<file path="config.mk">
export PLATFORM = sky130hd
export DESIGN_NAME = ex_div_seq
export DESIGN_NICKNAME = d
export VERILOG_FILES = /design/src/rtl/ex_div_seq_pkg.sv /design/src/rtl/ex_div_seq_div_step.sv /design/src/rtl/ex_div_seq.sv
export SDC_FILE = /design/constraint.sdc
export NUM_CORES = 1
export LEC_CHECK = 0
export BUFFER_PORTS_ARGS = -buffer_cell sky130_fd_sc_hd__buf_2
export CORE_ASPECT_RATIO = 0.7
export CORE_MARGIN = 3
export CORE_UTILIZATION = 54
export DETAILED_ROUTE_END_ITERATION = 16
export GPL_ROUTABILITY_DRIVEN = 0
export PLACE_DENSITY_LB_ADDON = 0.25
export SLEW_MARGIN = 15
export SYNTH_ARGS = -nofsm -noshare
export SYNTH_HDL_FRONTEND = slang
export SYNTH_HIERARCHICAL = 1
export SYNTH_SLANG_ARGS = --single-unit
</file>
<file path="constraint.sdc">
create_clock -name clk -period 11.6 [get_ports clk]
set_input_delay 2.32 -clock clk [delete_from_list [all_inputs] [get_ports clk]]
set_output_delay 2.32 -clock clk [all_outputs]
set_load 0.01 [all_outputs]
</file>
<file path="src/rtl/ex_div_seq_pkg.sv">
// Shared definitions for the EX-stage divide sequencer: FSM state
// encodings, result-ready flags, start/stop request levels and the
// stall-request levels driven towards the pipeline controller.
package ex_div_seq_pkg;

    typedef enum logic [1:0] {
        DIV_FREE    = 2'b00,
        DIV_BY_ZERO = 2'b01,
        DIV_ON      = 2'b10,
        DIV_END     = 2'b11
    } div_state_t;

    localparam logic DIV_RESULT_READY     = 1'b1;
    localparam logic DIV_RESULT_NOT_READY = 1'b0;

    localparam logic DIV_START = 1'b1;
    localparam logic DIV_STOP  = 1'b0;

    localparam logic STOP    = 1'b1;
    localparam logic NO_STOP = 1'b0;

endpackage

</file>
<file path="src/rtl/ex_div_seq_div_step.sv">
// One restoring division step: shift the partial remainder left by one,
// bring in the next dividend bit, and subtract the divisor if it fits.
// The quotient bit is 1 when the subtraction does not borrow.
module div_step #(
    parameter int DATA_W = 32
) (
    input  logic [DATA_W-1:0] rem_i,
    input  logic              bit_i,
    input  logic [DATA_W-1:0] divisor_i,
    output logic [DATA_W-1:0] rem_o,
    output logic              q_o
);

    logic [DATA_W:0] shifted;
    logic [DATA_W:0] diff;

    // Trial subtraction one bit wider than the operands so the borrow is visible
    always_comb begin
        shifted = {rem_i, bit_i};
        diff    = shifted - {1'b0, divisor_i};
        q_o     = ~diff[DATA_W];
        rem_o   = q_o ? diff[DATA_W-1:0] : shifted[DATA_W-1:0];
    end

endmodule

</file>
<file path="src/rtl/ex_div_seq.sv">
// Multi-cycle divide sequencer for the EX stage. Produces {remainder,
// quotient} for DIV/DIVU one quotient bit per cycle and stalls the
// pipeline until the result is ready. Operands are captured once on
// acceptance; magnitudes are divided and the signs are fixed up at the end.
// Optional feature macro: DIV_EARLY_OUT_EN -- when defined, a divide whose
// dividend magnitude is below the divisor magnitude finishes immediately.
module ex_div_seq
    import ex_div_seq_pkg::*;
#(
    parameter int DATA_W = 32
) (
    input  logic                clk,
    input  logic                rst,
    input  logic                signed_div_i,
    input  logic [DATA_W-1:0]   opdata1_i,
    input  logic [DATA_W-1:0]   opdata2_i,
    input  logic                start_i,
    input  logic                annul_i,
    output logic [2*DATA_W-1:0] result_o,
    output logic                ready_o,
    output logic                stallreq_o
);

    localparam int CNT_W = $clog2(DATA_W);
    localparam logic [CNT_W-1:0] LAST_STEP = CNT_W'(DATA_W - 1);

    div_state_t        state;
    logic [CNT_W-1:0]  cnt;
    logic [DATA_W-1:0] rem_q;
    logic [DATA_W-1:0] quo_q;
    logic [DATA_W-1:0] divisor_q;
    logic              neg_quo_q;
    logic              neg_rem_q;

    logic              dvd_neg;
    logic              dvs_neg;
    logic [DATA_W-1:0] dvd_mag;
    logic [DATA_W-1:0] dvs_mag;
    logic              early_out;

    logic [DATA_W-1:0] step_rem;
    logic              step_q;
    logic [DATA_W-1:0] quo_next;
    logic [DATA_W-1:0] final_quo;
    logic [DATA_W-1:0] final_rem;

    // Operand magnitudes and the early-out decision, taken from the live inputs in IDLE
    always_comb begin
        dvd_neg = signed_div_i & opdata1_i[DATA_W-1];
        dvs_neg = signed_div_i & opdata2_i[DATA_W-1];
        dvd_mag = dvd_neg ? -opdata1_i : opdata1_i;
        dvs_mag = dvs_neg ? -opdata2_i : opdata2_i;
`ifdef DIV_EARLY_OUT_EN
        early_out = (dvd_mag < dvs_mag);
`else
        early_out = 1'b0;
`endif
    end

    div_step #(
        .DATA_W(DATA_W)
    ) u_div_step (
        .rem_i    (rem_q),
        .bit_i    (quo_q[DATA_W-1]),
        .divisor_i(divisor_q),
        .rem_o    (step_rem),
        .q_o      (step_q)
    );

    // Result of the current step with the sign fix-up applied for the final write
    always_comb begin
        quo_next  = {quo_q[DATA_W-2:0], step_q};
        final_quo = neg_quo_q ? -quo_next : quo_next;
        final_rem = neg_rem_q ? -step_rem : step_rem;
    end

    // Stall while a divide is being accepted or is running; never during reset or annul
    always_comb begin
        stallreq_o = NO_STOP;
        if (!rst && !annul_i) begin
            case (state)
                DIV_FREE:            stallreq_o = (start_i == DIV_START) ? STOP : NO_STOP;
                DIV_BY_ZERO, DIV_ON: stallreq_o = STOP;
                default:             stallreq_o = NO_STOP;
            endcase
        end
    end

    // Divide FSM with step counter, datapath registers and registered result/ready
    always_ff @(posedge clk) begin
        if (rst) begin
            state     <= DIV_FREE;
            cnt       <= '0;
            rem_q     <= '0;
            quo_q     <= '0;
            divisor_q <= '0;
            neg_quo_q <= 1'b0;
            neg_rem_q <= 1'b0;
            result_o  <= '0;
            ready_o   <= DIV_RESULT_NOT_READY;
        end else begin
            case (state)
                DIV_FREE: begin
                    if (start_i == DIV_START && !annul_i) begin
                        if (opdata2_i == '0) begin
                            state <= DIV_BY_ZERO;
                        end else if (early_out) begin
                            state    <= DIV_END;
                            result_o <= {opdata1_i, {DATA_W{1'b0}}};
                            ready_o  <= DIV_RESULT_READY;
                        end else begin
                            state     <= DIV_ON;
                            cnt       <= '0;
                            rem_q     <= '0;
                            quo_q     <= dvd_mag;
                            divisor_q <= dvs_mag;
                            neg_quo_q <= dvd_neg ^ dvs_neg;
                            neg_rem_q <= dvd_neg;
                        end
                    end
                end
                DIV_BY_ZERO: begin
                    state    <= DIV_END;
                    result_o <= '0;
                    ready_o  <= DIV_RESULT_READY;
                end
                DIV_ON: begin
                    if (annul_i) begin
                        state <= DIV_FREE;
                    end else begin
                        rem_q <= step_rem;
                        quo_q <= quo_next;
                        cnt   <= cnt + CNT_W'(1);
                        if (cnt == LAST_STEP) begin
                            state    <= DIV_END;
                            result_o <= {final_rem, final_quo};
                            ready_o  <= DIV_RESULT_READY;
                        end
                    end
                end
                DIV_END: begin
                    if (start_i == DIV_STOP || annul_i) begin
                        state    <= DIV_FREE;
                        result_o <= '0;
                        ready_o  <= DIV_RESULT_NOT_READY;
                    end
                end
                default: state <= DIV_FREE;
            endcase
        end
    end

endmodule

</file>
==> results_dict.tcl <==
set metrics [dict create \
    wirelength_um 31400 \
    swShare_pct 43.7 \
    synth_fp_nets 1540 \
    ys_seq_elements 170 \
    path_delay_family "simple AND/OR/NAND/NOR gates" \
    start_kind "flip-flop" \
    coreArea_um2 20200 \
    powerDensity_nw_per_um2 180 \
    relSlewSlack_pct 23.0 \
    drive_above_1_share_pct 16.7 \
    synth-main-ff-cell "dfxtp_1" \
    rsz0062_at_grt "false" \
    worst-path-buf-inv 2 \
    row_count 43 \
    setup_viol 0 \
    p_sw_w 0.000988 \
    grt_overflow 0 \
    antenna_found_initial 0 \
    fin_util_pct 62.3 \
    synthTopCellsByCount "nand2_1 (184), dfxtp_1 (170), a21oi_1 (122), o21ai_0 (99), nor2_1 (91)" \
    nFillCells 1842 \
    async_flop_share_pct 0 \
    die_height_um 127 \
    synthTopCellsByArea "dfxtp_1 (30%), nand2_1 (6.1%), xor2_1 (5.9%), a21oi_1 (5.4%), xnor2_1 (5.3%)" \
    routedWlPerCell_um 17.6 \
    yosysTopAreaCellShare_pct 30.1 \
    cts_root_buf "clkbuf_16" \
    finalCritPeriodShare_pct 53.5 \
    die-width_um 179 \
    yosys_warnings 6 \
    cts_setup_buffers 0 \
    drt_iter0_drc 970 \
    synth.largest_area_cell "dfxtp_1" \
    dieArea_um2 22700 \
    worstPathMaxFanout 24 \
    yosysSeqAreaShare_pct 30.1 \
    setup_tns_ns 0 \
    crit_chain "inv_1 -> ha_1 -> fa_1 -> and2b_1 -> o2111ai_1 -> a21oi_2 -> o2111ai_1 -> a211oi_2 -> nor2_2 -> mux2i_2 -> and2_4 -> inv_2 -> mux2_4 -> nor4_1 -> nand4_1 -> nand3b_1 -> o41ai_1 -> xor2_1 -> o21ai_1" \
    final_net_count 1616 \
    multi_input_area_um2 7330 \
    via_count 10900 \
    slowest_stage "mux2i_2" \
    seqCellArea_um2 3400 \
    area_delta_synth_final_pct 11.3 \
    post-synth-top-count-cell "nand2_1" \
    cp_common_cell "o2111ai_1" \
    cap_violations 0 \
    synth_edf_count 0 \
    hold_ws_ns 0.449 \
    cts.reportedPaths.clkPinSlew_ns 0.07 \
    p_int_w 0.00128 \
    route.detailed.drc 0 \
    cts_hold_buf 0 \
    seqPwrFrac_pct 32.2 \
    hp-class "reg2reg" \
    p_leak_nw 4.93 \
    clkSinkCount 170 \
    end_kind "flip-flop" \
    grt_usage_pct 27.1 \
    fin_crit_ns 6.20 \
    dr.pass1.iters 5 \
    finalHoldViolations 0 \
    setup.worst_path.class "reg2reg" \
    p_comb_share_pct 43.7 \
    routed_via_density 6.11 \
    place_inst 1755 \
    slowest_delay_ns 0.59 \
    io_pins 135 \
    grt_pass1_vias 9690 \
    syn-instance-count 1428 \
    max_freq_ghz 0.161 \
    outcome "completed" \
    h-tree-depth 4 \
    start_util_pct 56.0 \
    vdd_drop_max_v 0.000105 \
    worst_pin_slew_ns 1.15 \
    numPortBuffers 134 \
    synth.avg_cell_area_um2 7.91 \
    cts_tree "built" \
    cts_buffer_depth 2 \
    grt_max_degree 91 \
    ys_types 78 \
    worstPathRequired_ns 11.91 \
    netlist_area_um2 11300 \
    ant_nets 0 \
    dpl-instance-area_um2 12000 \
    pwr-share-clk_pct 24.1 \
    clock_latency_ns 0.43 \
    hpwl_um 22900 \
    cts_resized 0 \
    critPathArrivalTime_ns 6.51 \
    numCtsBuffers 17 \
    antennaDiodeCount 0 \
    final_area_um2 12600 \
    grt_pass1_wl_um 49900 \
    slew_violations 0 \
    fin_skew_ns 0.0101 \
    final_cells 1787 \
]
## metrics by stage
step | setup WS (ns) | total power (W)
finish | 5.40 | 0.00226
global route | 5.06 | 0.00239
CTS | 5.52 | 0.00224
detailed placement | 5.54 | 0.00170
global placement | 5.73 | 0.00168
floorplan | 6.18 | 0.00145
## flip-flops by register name, summed over array words and instances, names as in the netlist
| name | cells |
|---|---|
| rem_q | 32 |
| ready_o | 1 |
| neg_quo_q | 1 |
| divisor_q | 32 |
| result_o | 64 |
| cnt | 5 |
| state | 2 |
| neg_rem_q | 1 |
| quo_q | 32 |
## worst reg2reg max path: stages (launching register included)
cell and delay [ns]:
dfxtp_1 0.35, inv_1 0.06, ha_1 0.23, fa_1 0.41, and2b_1 0.23, o2111ai_1 0.15
a21oi_2 0.27, o2111ai_1 0.19, a211oi_2 0.26, nor2_2 0.10, mux2i_2 0.59, and2_4 0.37
inv_2 0.32, mux2_4 0.45, nor4_1 0.57, nand4_1 0.50, nand3b_1 0.38, o41ai_1 0.41
xor2_1 0.17, o21ai_1 0.07
## cell usage in the layout (no fill, tap or decap), drive strengths merged, types with 25 or more instances in the layout
cell / Yosys / routed
ha: 42 / 42
o211ai: 25 / 25
nor2: 92 / 92
o21ai: 103 / 103
nand2: 184 / 184
a211oi: 37 / 37
inv: 53 / 62
xnor2: 68 / 68
buf: 18 / 143
xor2: 76 / 76
dfxtp: 170 / 170
a21oi: 123 / 123
nand3: 78 / 78
## layout make-up
cell class,instances,area share (%)
multi-input combinational,1118,58.3
tap,270,2.69
inverter,54,1.61
timing repair buffer,143,5.89
clock inverter,14,1.01
sequential,170,27.1
clock buffer,18,3.41
## metal layers
metal / vias up / global-route usage, % / routed length [um]
li1: 5256 / - / -
met1: 5158 / 40.9 / 15100
met2: 450 / 38.3 / 12800
met3: 54 / 6.45 / 2840
met4: 0 / 7.46 / 681
met5: - / 0 / 0
## power by group through the flow
stage / combinational [W] / sequential (W) / clock, W
floorplan: 0.000735 / 0.000718 / 0
detailed placement: 0.000957 / 0.000739 / 0
global route: 0.00108 / 0.000739 / 0.000576
finish: 0.000988 / 0.000729 / 0.000546
CTS: 0.000967 / 0.000726 / 0.000551
global placement: 0.000943 / 0.000736 / 0
## kinds of logic after synthesis
group                    synth area share [%]
AND/OR/NAND/NOR                          21.1
AO/OA/AOI/OAI                            24.2
flip-flops                               30.1
XOR/XNOR                                 11.2
buffers and inverters                    5.31
adder cells (fa/ha/maj)                  4.83
multiplexers                             3.19
## worst paths after layout
check	startpoint	endpoint	slack, ns	cells past startpoint
worst max register to register	quo_q[31]$_SDFFE_PP0P_	result_o[61]$_SDFFE_PP0P_	5.40	19
worst min register to register	result_o[11]$_SDFFE_PP0P_	result_o[11]$_SDFFE_PP0P_	0.45	2
worst max-delay path	quo_q[31]$_SDFFE_PP0P_	result_o[61]$_SDFFE_PP0P_	5.40	19
worst min-delay path	result_o[11]$_SDFFE_PP0P_	result_o[11]$_SDFFE_PP0P_	0.45	2
Note: power is estimated with default switching activity, not from simulation.
